## config.mk

```make
export PLATFORM = sky130hd
export DESIGN_NAME = decode_issue_stage
export DESIGN_NICKNAME = d
export VERILOG_FILES = /design/src/rtl/mips_ctrl_pkg.sv /design/src/rtl/decode_lut.sv /design/src/rtl/decode_issue_stage.sv
export SDC_FILE = /design/constraint.sdc
export NUM_CORES = 1
export LEC_CHECK = 0
export BUFFER_PORTS_ARGS = -buffer_cell sky130_fd_sc_hd__buf_2
export CAP_MARGIN = 10
export CORE_UTILIZATION = 40
export DETAILED_ROUTE_END_ITERATION = 8
export PLACE_DENSITY = 0.69
export SYNTH_ARGS = -nofsm -noshare
export SYNTH_HDL_FRONTEND = slang
export SYNTH_SLANG_ARGS = --single-unit
```

## constraint.sdc

```tcl
create_clock -name clk -period 2.2 [get_ports clk]
set_clock_uncertainty 0.15 [all_clocks]
set_input_delay 0.33 -clock clk [delete_from_list [all_inputs] [get_ports clk]]
set_output_delay 0.33 -clock clk [all_outputs]
set_load 0.01 [all_outputs]
```

## src/rtl/mips_ctrl_pkg.sv

```systemverilog
// rtl/mips_ctrl_pkg.sv - ALU codes, field constants and control bundle for the decode/issue stage
package mips_ctrl_pkg;
  localparam int ALU_W = 5;

  localparam logic [ALU_W-1:0] ALU_AND  = 5'd0,  ALU_OR   = 5'd1,  ALU_ADD  = 5'd2,  ALU_NOT  = 5'd3;
  localparam logic [ALU_W-1:0] ALU_XOR  = 5'd4,  ALU_MUL  = 5'd5,  ALU_SUB  = 5'd6,  ALU_SLT  = 5'd7;
  localparam logic [ALU_W-1:0] ALU_ADDU = 5'd8,  ALU_SUBU = 5'd9,  ALU_BLEU = 5'd10, ALU_SEQ  = 5'd11;
  localparam logic [ALU_W-1:0] ALU_SRA  = 5'd12, ALU_SLL  = 5'd13, ALU_SRL  = 5'd14, ALU_SLA  = 5'd15;
  localparam logic [ALU_W-1:0] ALU_BNE  = 5'd16, ALU_BGTU = 5'd17, ALU_BGTE = 5'd18, ALU_BLEQ = 5'd19;
  localparam logic [ALU_W-1:0] ALU_BGT  = 5'd20;

  localparam logic [5:0] FUNC_SLL = 6'h00, FUNC_SRL = 6'h02, FUNC_SRA = 6'h03, FUNC_SLA = 6'h04;
  localparam logic [5:0] FUNC_MUL = 6'h18, FUNC_ADD = 6'h20, FUNC_ADDU = 6'h21, FUNC_SUB = 6'h22;
  localparam logic [5:0] FUNC_SUBU = 6'h23, FUNC_AND = 6'h24, FUNC_OR = 6'h25, FUNC_XOR = 6'h26;
  localparam logic [5:0] FUNC_NOT = 6'h27, FUNC_SLT = 6'h2A, FUNC_SEQ = 6'h2B;

  localparam logic [5:0] OP_BEQ = 6'h04, OP_BNE = 6'h05, OP_ADDI = 6'h08, OP_ADDIU = 6'h09;
  localparam logic [5:0] OP_SLTI = 6'h0A, OP_ANDI = 6'h0C, OP_ORI = 6'h0D, OP_XORI = 6'h0E;
  localparam logic [5:0] OP_BGTE = 6'h12, OP_BLT = 6'h13, OP_BLEQ = 6'h14, OP_BLEU = 6'h15;
  localparam logic [5:0] OP_BGTU = 6'h16, OP_BGT = 6'h17;

  localparam logic [1:0] TYPE_R = 2'd0, TYPE_I = 2'd1;
  localparam logic [1:0] SRC2_RT = 2'd0, SRC2_IMM = 2'd1, SRC2_SHAMT = 2'd2, SRC2_ZERO = 2'd3;

  typedef struct packed {
    logic [ALU_W-1:0] alu_ctrl;
    logic [1:0]       src2_sel;
    logic             branch;
    logic             second_read;
    logic             write_en;
    logic             hilo_we;
    logic             illegal;
    logic             is_mul;
  } ctrl_t;

  typedef enum logic {IDLE, MUL_WAIT} issue_state_t;

  localparam ctrl_t ILLEGAL_CTRL = '{alu_ctrl: '0, src2_sel: SRC2_ZERO, branch: 1'b0,
                                     second_read: 1'b0, write_en: 1'b0, hilo_we: 1'b0,
                                     illegal: 1'b1, is_mul: 1'b0};

  function automatic ctrl_t mk_ctrl(input logic [ALU_W-1:0] alu, input logic [1:0] src2,
                                    input logic br, input logic sr, input logic we);
    mk_ctrl = '{alu_ctrl: alu, src2_sel: src2, branch: br, second_read: sr, write_en: we,
                hilo_we: 1'b0, illegal: 1'b0, is_mul: 1'b0};
  endfunction
endpackage

```

## src/rtl/decode_lut.sv

```systemverilog
// rtl/decode_lut.sv - combinational type/opcode/func to control bundle table
module decode_lut
  import mips_ctrl_pkg::*;
(
  input  logic [1:0] typ,
  input  logic [5:0] opcode,
  input  logic [5:0] func,
  output ctrl_t      ctrl
);
  always_comb begin
    ctrl = ILLEGAL_CTRL;
    if (typ == TYPE_R) begin
      case (func)
        FUNC_ADD:  ctrl = mk_ctrl(ALU_ADD,  SRC2_RT, 1'b0, 1'b1, 1'b1);
        FUNC_SUB:  ctrl = mk_ctrl(ALU_SUB,  SRC2_RT, 1'b0, 1'b1, 1'b1);
        FUNC_ADDU: ctrl = mk_ctrl(ALU_ADDU, SRC2_RT, 1'b0, 1'b1, 1'b1);
        FUNC_SUBU: ctrl = mk_ctrl(ALU_SUBU, SRC2_RT, 1'b0, 1'b1, 1'b1);
        FUNC_AND:  ctrl = mk_ctrl(ALU_AND,  SRC2_RT, 1'b0, 1'b1, 1'b1);
        FUNC_OR:   ctrl = mk_ctrl(ALU_OR,   SRC2_RT, 1'b0, 1'b1, 1'b1);
        FUNC_XOR:  ctrl = mk_ctrl(ALU_XOR,  SRC2_RT, 1'b0, 1'b1, 1'b1);
        FUNC_SLT:  ctrl = mk_ctrl(ALU_SLT,  SRC2_RT, 1'b0, 1'b1, 1'b1);
        FUNC_SEQ:  ctrl = mk_ctrl(ALU_SEQ,  SRC2_RT, 1'b0, 1'b1, 1'b1);
        FUNC_NOT:  ctrl = mk_ctrl(ALU_NOT,  SRC2_ZERO, 1'b0, 1'b0, 1'b1);
        FUNC_SLL:  ctrl = mk_ctrl(ALU_SLL,  SRC2_SHAMT, 1'b0, 1'b0, 1'b1);
        FUNC_SRL:  ctrl = mk_ctrl(ALU_SRL,  SRC2_SHAMT, 1'b0, 1'b0, 1'b1);
        FUNC_SRA:  ctrl = mk_ctrl(ALU_SRA,  SRC2_SHAMT, 1'b0, 1'b0, 1'b1);
        FUNC_SLA:  ctrl = mk_ctrl(ALU_SLA,  SRC2_SHAMT, 1'b0, 1'b0, 1'b1);
        FUNC_MUL: begin
          // product lands in HI/LO, not the register file
          ctrl         = mk_ctrl(ALU_MUL, SRC2_RT, 1'b0, 1'b1, 1'b0);
          ctrl.hilo_we = 1'b1;
          ctrl.is_mul  = 1'b1;
        end
        default: ;
      endcase
    end else if (typ == TYPE_I) begin
      case (opcode)
        OP_ADDI:  ctrl = mk_ctrl(ALU_ADD,  SRC2_IMM, 1'b0, 1'b0, 1'b1);
        OP_ADDIU: ctrl = mk_ctrl(ALU_ADDU, SRC2_IMM, 1'b0, 1'b0, 1'b1);
        OP_ANDI:  ctrl = mk_ctrl(ALU_AND,  SRC2_IMM, 1'b0, 1'b0, 1'b1);
        OP_ORI:   ctrl = mk_ctrl(ALU_OR,   SRC2_IMM, 1'b0, 1'b0, 1'b1);
        OP_XORI:  ctrl = mk_ctrl(ALU_XOR,  SRC2_IMM, 1'b0, 1'b0, 1'b1);
        OP_SLTI:  ctrl = mk_ctrl(ALU_SLT,  SRC2_IMM, 1'b0, 1'b0, 1'b1);
        OP_BEQ:   ctrl = mk_ctrl(ALU_SEQ,  SRC2_RT, 1'b1, 1'b1, 1'b0);
        OP_BNE:   ctrl = mk_ctrl(ALU_BNE,  SRC2_RT, 1'b1, 1'b1, 1'b0);
        OP_BGTE:  ctrl = mk_ctrl(ALU_BGTE, SRC2_RT, 1'b1, 1'b1, 1'b0);
        OP_BLT:   ctrl = mk_ctrl(ALU_SLT,  SRC2_RT, 1'b1, 1'b1, 1'b0);
        OP_BLEQ:  ctrl = mk_ctrl(ALU_BLEQ, SRC2_RT, 1'b1, 1'b1, 1'b0);
        OP_BLEU:  ctrl = mk_ctrl(ALU_BLEU, SRC2_RT, 1'b1, 1'b1, 1'b0);
        OP_BGTU:  ctrl = mk_ctrl(ALU_BGTU, SRC2_RT, 1'b1, 1'b1, 1'b0);
        OP_BGT:   ctrl = mk_ctrl(ALU_BGT,  SRC2_RT, 1'b1, 1'b1, 1'b0);
        default: ;
      endcase
    end
  end
endmodule

```

## src/rtl/decode_issue_stage.sv

```systemverilog
// rtl/decode_issue_stage.sv - registered decode/issue stage with handshake, flush and multiply interlock
module decode_issue_stage
  import mips_ctrl_pkg::*;
#(
  parameter int DATA_W    = 32,
  parameter int REG_AW    = 5,
  parameter int ALUCTRL_W = 5,
  parameter int MUL_LAT   = 4,
  parameter int CNT_W     = 8
) (
  input  logic                 clk,
  input  logic                 rst_n,
  input  logic                 in_valid,
  output logic                 in_ready,
  input  logic [1:0]           in_type,
  input  logic [5:0]           in_opcode,
  input  logic [5:0]           in_func,
  input  logic [REG_AW-1:0]    in_rs,
  input  logic [REG_AW-1:0]    in_rt,
  input  logic [REG_AW-1:0]    in_rd,
  input  logic [4:0]           in_shamt,
  input  logic [DATA_W-1:0]    in_imm,
  input  logic                 flush,
  output logic                 out_valid,
  input  logic                 out_ready,
  output logic [ALUCTRL_W-1:0] out_alu_ctrl,
  output logic [REG_AW-1:0]    out_rs,
  output logic [REG_AW-1:0]    out_rt,
  output logic [REG_AW-1:0]    out_wr_idx,
  output logic [1:0]           out_src2_sel,
  output logic [DATA_W-1:0]    out_imm,
  output logic                 out_branch,
  output logic                 out_second_read,
  output logic                 out_write_en,
  output logic                 out_hilo_we,
  output logic                 out_illegal,
  output logic                 mul_busy,
  output logic [CNT_W-1:0]     illegal_cnt
);
  localparam int MC_W = (MUL_LAT > 1) ? $clog2(MUL_LAT) : 1;

  ctrl_t        dec;
  issue_state_t state, state_nxt;
  logic [MC_W-1:0] mul_cnt, mul_cnt_nxt;
  logic         accept;

  decode_lut u_decode_lut (
    .typ    (in_type),
    .opcode (in_opcode),
    .func   (in_func),
    .ctrl   (dec)
  );

  assign mul_busy = (state == MUL_WAIT);
  // rst_n gates in_ready so nothing is taken while the stage is held in reset
  assign in_ready = rst_n & (~out_valid | out_ready) & ~mul_busy & ~flush;
  assign accept   = in_valid & in_ready;

  always_ff @(posedge clk or negedge rst_n) begin
    if (!rst_n) begin
      out_valid       <= 1'b0;
      out_alu_ctrl    <= '0;
      out_rs          <= '0;
      out_rt          <= '0;
      out_wr_idx      <= '0;
      out_src2_sel    <= '0;
      out_imm         <= '0;
      out_branch      <= 1'b0;
      out_second_read <= 1'b0;
      out_write_en    <= 1'b0;
      out_hilo_we     <= 1'b0;
      out_illegal     <= 1'b0;
      illegal_cnt     <= '0;
    end else begin
      if (accept) begin
        out_valid       <= 1'b1;
        out_alu_ctrl    <= ALUCTRL_W'(dec.alu_ctrl);
        out_rs          <= in_rs;
        out_rt          <= in_rt;
        out_wr_idx      <= (in_type == TYPE_R) ? in_rd : in_rt;
        out_src2_sel    <= dec.src2_sel;
        out_imm         <= (dec.src2_sel == SRC2_SHAMT) ? DATA_W'(in_shamt) : in_imm;
        out_branch      <= dec.branch;
        out_second_read <= dec.second_read;
        out_write_en    <= dec.write_en;
        out_hilo_we     <= dec.hilo_we;
        out_illegal     <= dec.illegal;
      end else if (flush | out_ready) begin
        out_valid <= 1'b0;
      end
      if (accept && dec.illegal && (illegal_cnt != '1)) illegal_cnt <= illegal_cnt + CNT_W'(1);
    end
  end

  always_ff @(posedge clk or negedge rst_n) begin
    if (!rst_n) begin
      state   <= IDLE;
      mul_cnt <= '0;
    end else begin
      state   <= state_nxt;
      mul_cnt <= mul_cnt_nxt;
    end
  end

  // flush deliberately leaves MUL_WAIT alone: the multiplier is still physically busy
  always_comb begin
    state_nxt   = state;
    mul_cnt_nxt = mul_cnt;
    case (state)
      IDLE: begin
        if (accept && dec.is_mul && (MUL_LAT > 1)) begin
          state_nxt   = MUL_WAIT;
          mul_cnt_nxt = MC_W'(MUL_LAT - 1);
        end
      end
      MUL_WAIT: begin
        if (mul_cnt == MC_W'(1)) state_nxt = IDLE;
        else mul_cnt_nxt = mul_cnt - MC_W'(1);
      end
      default: state_nxt = IDLE;
    endcase
  end
endmodule

```

### After elaboration in Yosys (flattened, before gate mapping)

Index checks and enable logic that the tools add are counted.

| word-level totals | value |
|---|---|
| bits in registers | 71 |
| word-level logic and storage cells | 81 |

| cells by class | value |
|---|---|
| reductions and logical operators | 7 |
| muxes and demuxes | 14 |
| add/sub/neg operators | 2 |
| bitwise logic cells | 9 |
| equal/unequal tests | 34 |

Operator list:

| operator | number |
|---|---|
| $pmux 13 s14 | 1 |
| $pmux 12 s15 | 1 |
| $eq 6x6->1 const B | 10 |
| $eq 6x5->1 const B | 7 |
| $eq 6x4->1 const B | 6 |
| $mux 32 | 1 |
| $mux 13 | 2 |
| $eq 6x3->1 const B | 3 |
| $eq 6x2->1 const B | 2 |
| $add 8x1->8 const B | 1 |
| $ne 8x8->1 const B | 1 |
| $logic_not 6->1 | 1 |
| $mux 5 | 1 |
| $and 1x1->1 | 4 |
| $eq 2x1->1 const B | 2 |
| $mux 1 | 4 |
| $mux 2 | 2 |
| $pmux 2 s2 | 1 |
| $logic_and 1x1->1 | 3 |
| $not 1->1 | 3 |
| $eq 2x2->1 const B | 1 |
| $logic_not 2->1 | 1 |
| $ne 2x1->1 const B | 1 |
| $ne 2x2->1 const B | 1 |
| other kinds (5) | 6 |

### Logic depth before layout (Yosys ltp)

Gate-level depths: netlist (run 1).

| depth | value |
|---|---|
| depth after elaboration | 9 |
| depth in mapped cells | 8 |
| mapped depth without buffers | 6 |

### Modules after synthesis

From an unflattened synthesis (run 1), not the netlist that was laid out.

| unflattened totals | value |
|---|---|
| cell total of the unflattened synthesis | 403 |
| area total of the unflattened synthesis | 3567.2 um^2 |

Modules (own cells, without submodules):

| module | sequential area each (um^2) | area an instance (um^2) | cells each | instances |
|---|---|---|---|---|
| decode_issue_stage | 1776.7 | 2969.1 | 306 | 1 |
| decode_lut | 0.0 | 598.1 | 97 | 1 |

### Least setup slack after synthesis (run 1)

Ideal clock, no wire load.

| timing | value |
|---|---|
| path kind | register to register |
| from | register out_valid |
| to | register out_src2_sel[0] |
| arrival | 2.048 ns |
| cell stages (with the launch flop) | 8 |
| period minus slack after synthesis | 2.335 ns |
| data required time | 1.913 ns |
| library setup time | 0.137 ns |
| slack | -0.135 ns |
| cells stage by stage | dfrtp_1 nand2b_1 nor4bb_1 and2_1 clkbuf_1 clkbuf_1 clkbuf_1 a21oi_1 |

| between the ends | value |
|---|---|
| word-level cells in the longest chain between the ends | 6 |

Ends and longest elaborated chain:

| what | RTL line | RTL |
|---|---|---|
| start: declaration | decode_issue_stage.sv:24 | `output logic out_valid,` |
| start signal: assignment | decode_issue_stage.sv:61 | `out_valid <= 1'b0;` |
| start signal: assignment | decode_issue_stage.sv:76 | `out_valid <= 1'b1;` |
| start signal: assignment | decode_issue_stage.sv:89 | `out_valid <= 1'b0;` |
| $not 1->1 | decode_issue_stage.sv:56 | `assign in_ready = rst_n & (~out_valid \| out_ready) & ~mul_busy & ~flush;` |
| $or 1x1->1 | decode_issue_stage.sv:56 |  |
| $and 1x1->1 (3 in a row) | decode_issue_stage.sv:56 |  |
| named net in_ready | decode_issue_stage.sv:14 | `output logic in_ready,` |
| $and 1x1->1 | decode_issue_stage.sv:57 | `assign accept = in_valid & in_ready;` |
| end signal: assignment | decode_issue_stage.sv:81 | `out_src2_sel <= dec.src2_sel;` |
| end: declaration | decode_issue_stage.sv:30 | `output logic [1:0] out_src2_sel,` |

The timed path passes the listed nets, and every way through them passes these cells.
A chain may end at the register's enable or synchronous reset.

### Final worst setup path (run 1)

| timing | value |
|---|---|
| from | register illegal_cnt[4] |
| to | register illegal_cnt[1] |

| between the ends | value |
|---|---|
| word-level cells in the longest chain between the ends | 2 |

Ends and longest elaborated chain:

| what | RTL line | RTL |
|---|---|---|
| start: declaration | decode_issue_stage.sv:38 | `output logic [CNT_W-1:0] illegal_cnt` |
| start signal: assignment | decode_issue_stage.sv:91 | `if (accept && dec.illegal && (illegal_cnt != '1)) illegal_cnt <= illegal_cnt + CNT_W'(1);` |
| $ne 8x8->1 | decode_issue_stage.sv:91 |  |
| $logic_and 1x1->1 | decode_issue_stage.sv:91 |  |

Every way passes these cells.

==> results.json, run 1 <==
{
  "portBuffers": 140,
  "root_buffer": "clkbuf_8",
  "clk_path_buf_depth": 2,
  "syn_inst": 391,
  "max_slew_margin_pct": 40.0,
  "grt_pass1_wl_um": 14900,
  "fin_crit_ps": 2090,
  "fmax_mhz": 479,
  "hold_viol_final": 0,
  "core_area_um2": 8340,
  "synth_xor_area_share_pct": 1.50,
  "antenna_found_initial": 0,
  "ir_drop_mv": 0.372,
  "start_util_pct": 42.1,
  "die_y_um": 95.7,
  "cts_hold_buf": 0,
  "fin_total_pwr_mw": 3.69,
  "maxSlewViolCount": 0,
  "drt_iter0_drc": 139,
  "rsz0062_at_grt": "false",
  "cts_setup_buffers": 0,
  "grt_overflow": 0,
  "synth_top_family_by_area": "simple AND/OR/NAND/NOR gates",
  "routabilityCongestion": 0.894,
  "clk_pin_slew_ps": 80,
  "synthFlopType": "dfrtp_1",
  "num_rows": 33,
  "wl_per_cell_um": 14.5,
  "status": "completed",
  "antenna_left": 0,
  "synth_mux_area_share_pct": 2.64,
  "ioPinCount": 141,
  "die-area_um2": 9160,
  "grt_pass1_vias": 3107,
  "insertedDiodeCount": 0,
  "finalSetupViolCount": 0,
  "critPathArrivalTime_ps": 2160,
  "synthAdderAreaFrac_pct": 0.998,
  "netlist_area_um2": 3510,
  "clkLatencyLatePin_ps": 330,
  "dieWidth_um": 95.7,
  "final_nets": 621,
  "drt_first_pass_iters": 4,
  "cp-end-kind": "flip-flop",
  "ys_types": 51,
  "setup_tns_ps": 0,
  "critPathLaunchType": "flip-flop",
  "drc": 0,
  "cts_sinks": 71,
  "synthDominantCellAreaShare_pct": 50.6,
  "synth_area_leader_cell": "dfrtp_1",
  "synth-simple-area-share_pct": 22.5,
  "hpwlAfterDp_um": 6950,
  "synth_compound_area_share_pct": 17.3,
  "cts_tree": "built",
  "hold_class": "primary input to flip-flop",
  "required_ps": 2270,
  "yosys_warnings": 0,
  "drv_cap": 0,
  "grt_max_degree": 72,
  "wl_um": 9530,
  "p_leak_nw": 2.41,
  "ys_ff_latch": 71,
  "area_growth_pct": 34.3,
  "finalCritPeriodShare_pct": 94.8,
  "ys_async_sr_fraction_pct": 100,
  "numCtsBuffers": 9,
  "via_per_inst": 5.12,
  "htree_levels": 3,
  "synth.avg_cell_area_um2": 8.98,
  "worst_pin_slew_ps": 900,
  "worst-path-max-fanout": 7,
  "synth_edf_count": 0,
  "cts-resized-gates": 0,
  "ys_seq_area_share_pct": 50.6,
  "netlist_top_cells_area": "dfrtp_1, nand2_1, o21ai_0",
  "track_usage_pct": 21.3,
  "drive_above_1_share_pct": 35.8,
  "syn_nets": 464,
  "vias": 3369,
  "path_class": "flip-flop to flip-flop",
  "p_per_area_nw_per_um2": 783
}
-- critical path, stage by stage (launching register included) --
cell and delay, ps:
dfrtp_1 410, and3_1 160, and2_1 180, and3_1 220, a2111oi_4 340, buf_4 190, mux2_2 330
-- final timing paths --
kind | startpoint | endpoint | slack, ps | cells after the start
max | illegal_cnt[4] | illegal_cnt[1] | 110 | 6
min | in_rs[0] | out_rs[0] | 30 | 3
max reg2reg | illegal_cnt[4] | illegal_cnt[1] | 110 | 6
min reg2reg | out_rs[2] | out_rs[2] | 330 | 2
max in group asynchronous | rst_n | out_wr_idx[4] | 1260 | 2
min in group asynchronous | rst_n | out_imm[21] | 70 | 2
-- metrics by stage --
stage | std cells | setup WS (ps) | hold slack [ps] | util [%] | area [um^2]
detailed placement | 642 | -108 | 311 | 53.9 | 4490
global placement | 642 | -88.0 | 306 | 53.9 | 4490
finish | 658 | 114 | 28.6 | 56.5 | 4710
CTS | 658 | 106 | 13.2 | 56.5 | 4710
global route | 658 | 25.9 | 8.13 | 56.5 | 4710
floorplan | 391 | -42.4 | -116 | - | 3520
-- placed cells by master (no fill, tap or decap), drive strengths merged, types with 3 or more instances in the layout --
cell type / synthesis / routed
buf: 8 / 174
nand2: 117 / 117
dfrtp: 71 / 71
o21ai: 42 / 42
nor2: 14 / 14
nand2b: 10 / 10
clkbuf: 20 / 9
nor3: 8 / 8
a21oi: 8 / 8
o211ai: 7 / 7
mux2i: 7 / 7
nand3: 7 / 7
nor2b: 5 / 5
inv: 4 / 5
a211o: 4 / 4
o21bai: 4 / 4
xnor2: 4 / 4
a31oi: 4 / 4
clkinv: 0 / 4
and3: 3 / 3
o22a: 3 / 3
nand4: 3 / 3
a21boi: 3 / 3
and2: 3 / 3
-- per-layer routing --
metal	vias up	GRT usage [%]	routed length, um
li1	1645	-	-
met1	1586	28.8	4440
met2	131	34.6	4340
met3	7	4.15	686
met4	0	5.85	68
met5	-	0	0
-- cell usage after synthesis, types with 3 or more instances --
cell and n:
mux2i_1 7, a21oi_1 8, o21bai_1 4, nand2b_1 10, xnor2_1 4, dfrtp_1 71
and2_1 3, and3_1 3, inv_1 4, buf_6 4, o22a_1 3, nand2_1 117
o21ai_0 35, o21ai_1 7, nor2b_1 5, clkbuf_1 19, nand3_1 7, nor2_1 14
a31oi_1 4, nand4_1 3, o211ai_1 7, a211o_1 4, buf_2 4, nor3_1 8
-- area by class of cell --
type                    instances  area, um^2
fillers                       801        3630
repair buffers                174         983
multi-input cells             288        1590
well taps                     105         131
inverters                       4        15.0
clock inverters                 7        96.3
clock buffers                   9         124
flip-flops and latches         71        1780
-- kinds of logic after synthesis --
group	count (synthesis)
and+or+nand+nor	178
buffers and inverters	32
muxes	9
DFF	71
xor gates and xnor gates	6
adders and majority gates	3
AOI/OAI and AO/OA	92
-- sequential cells by signal, indices dropped and copies added (netlist names), 2 cells and up --
register,cells
out_wr_idx,5
out_src2_sel,2
out_alu_ctrl,5
out_rs,5
out_rt,5
out_imm,32
mul_cnt,2
illegal_cnt,8
-- power breakdown --
group / total (mW) / internal, mW / leakage [nW] / switching (mW)
combinational: 0.882 / 0.399 / 1.40 / 0.483
clock: 1.16 / 0.643 / 0.114 / 0.517
sequential: 1.65 / 1.52 / 0.893 / 0.131
total: 3.69 / 2.56 / 2.41 / 1.13
Note: power is estimated with default switching activity, not from simulation.
==> inputs of run 2 (changes only) <==
- SETUP_SLACK_MARGIN: not set -> 0.5
==> results.json, run 2 (synthesis gave the netlist of run 1 again) <==
{
  "path_cells": "buf_8, nand4bb_4, or3_4, a211o_1, a211oi_4, buf_6, buf_6, buf_6, buf_16, o21ai_2",
  "clk_pin_slew_ps": 80,
  "drv_cap": 0,
  "num_rows": 33,
  "fin_crit_ps": 2050,
  "grt_pass1_vias": 3401,
  "drt_iter0_drc": 110,
  "p_per_area_nw_per_um2": 669,
  "root_buffer": "clkbuf_8",
  "area_growth_pct": 66.9,
  "worst_pin_slew_ps": 904,
  "die-area_um2": 9160,
  "cts_sinks": 71,
  "crit_top_cell": "buf_6",
  "critical_path.slowest_cell": "or3_4",
  "hold_class": "primary input to flip-flop",
  "antenna_left": 0,
  "wl_per_cell_um": 17.6,
  "finalSetupViolCount": 0,
  "fin_ws_ps": 151,
  "dieWidth_um": 95.7,
  "track_usage_pct": 25.1,
  "fmax_mhz": 488,
  "insertedDiodeCount": 0,
  "rsz0062_at_grt": "true",
  "grt_pass1_wl_um": 17000,
  "max_slew_margin_pct": 39.7,
  "worst-path-buf-inv": 5,
  "maxSlewViolCount": 0,
  "dp_slack_ps": -65.1,
  "ir_drop_mv": 0.398,
  "cts_tree": "built",
  "path_class": "primary input to flip-flop",
  "drc": 0,
  "top_register": "out_imm",
  "status": "completed",
  "worst-path-max-fanout": 5,
  "ioPinCount": 141,
  "finalCritPeriodShare_pct": 93.1,
  "required_ps": 2280,
  "clkLatencyLatePin_ps": 350,
  "cp-end-kind": "flip-flop",
  "cts_hold_buf": 0,
  "reg_top3": "out_imm (32), illegal_cnt (8)",
  "slowest_delay_ps": 350,
  "critPathLaunchType": "primary input",
  "numCtsBuffers": 9,
  "grt_overflow": 0,
  "critPathArrivalTime_ps": 2130,
  "layout_commonest_cell": "buf_2",
  "routabilityCongestion": 0.885,
  "hpwlAfterDp_um": 6710,
  "antenna_found_initial": 0,
  "vias": 3727,
  "cpLargestDelayFamily": "compound AO/OA/AOI/OAI gates",
  "drt_first_pass_iters": 4,
  "start_util_pct": 42.1,
  "final_util_pct": 70.3,
  "core_area_um2": 8340,
  "final_cell_mix": "buf_2, nand2_1, dfrtp_1, buf_4, o21ai_2",
  "htree_levels": 3,
  "hold_viol_final": 0,
  "largest_register_ffs": 32,
  "fin_total_pwr_mw": 3.92,
  "wl_um": 12300,
  "drive_above_1_share_pct": 54.5,
  "die_y_um": 95.7,
  "final_nets": 660,
  "clk_path_buf_depth": 2,
  "via_per_inst": 5.35,
  "portBuffers": 140,
  "grt_max_degree": 72,
  "p_leak_nw": 2.87
}
==> run 2: report_power, final <==
group          internal, mW  switching [mW]
clock network         0.516           0.515
logic                 0.584           0.613
registers              1.52           0.169
total                  2.62            1.30
==> run 2: worst paths after layout <==
| check | start | to | slack (ps) | cells after the start |
|---|---|---|---|---|
| min in group asynchronous | rst_n | out_alu_ctrl[1] | 110 | 2 |
| max | in_func[5] | out_imm[21] | 150 | 10 |
| max in group asynchronous | rst_n | illegal_cnt[0] | 1170 | 2 |
| min | in_rs[1] | out_rs[1] | 50 | 3 |
| max reg2reg | mul_busy | out_imm[21] | 190 | 8 |
| min reg2reg | out_imm[9] | out_imm[9] | 330 | 2 |
==> run 2: worst min-delay path: cells and delay by family <==
family	cells	cell delay [ps]
buf+inv	1	80
simple gates	2	100
==> run 2: repair_timing <==
item                                    in CTS  in global routing
pin swaps                                   15                 41
buffers inserted                            27                  8
gates resized for setup                     47                 96
gates cloned                                11                  5
endpoints found under the setup margin      64                 71
==> run 2: metal layers <==
layer	wire, um	GRT usage, %	vias to the layer above
li1	-	-	1733
met1	4930	30.7	1812
met2	6180	43.5	152
met3	754	4.78	30
met4	415	9.95	0
met5	0	0	-
==> run 2: stage by stage <==
stage / instances / hold WS [ps] / setup TNS [ps] / instance area, um^2
detailed placement: 630 / 309 / -308 / 4470
floorplan: 391 / -116 / -160 / 3650
global placement: 630 / 301 / -113 / 4470
CTS: 683 / 16.0 / 0 / 5310
global route: 696 / 48.3 / 0 / 5860
finish: 696 / 47.6 / 0 / 5860
==> run 2: area by class of cell <==
type                            count  area, um^2
Clock buffer                        9         124
Timing Repair Buffer              213        1720
Clock inverter                      6        61.3
Inverter                            4        15.0
Fill cell                         627        2480
Sequential cell                    71        1780
Tap cell                          105         131
Multi-Input combinational cell    288        2030
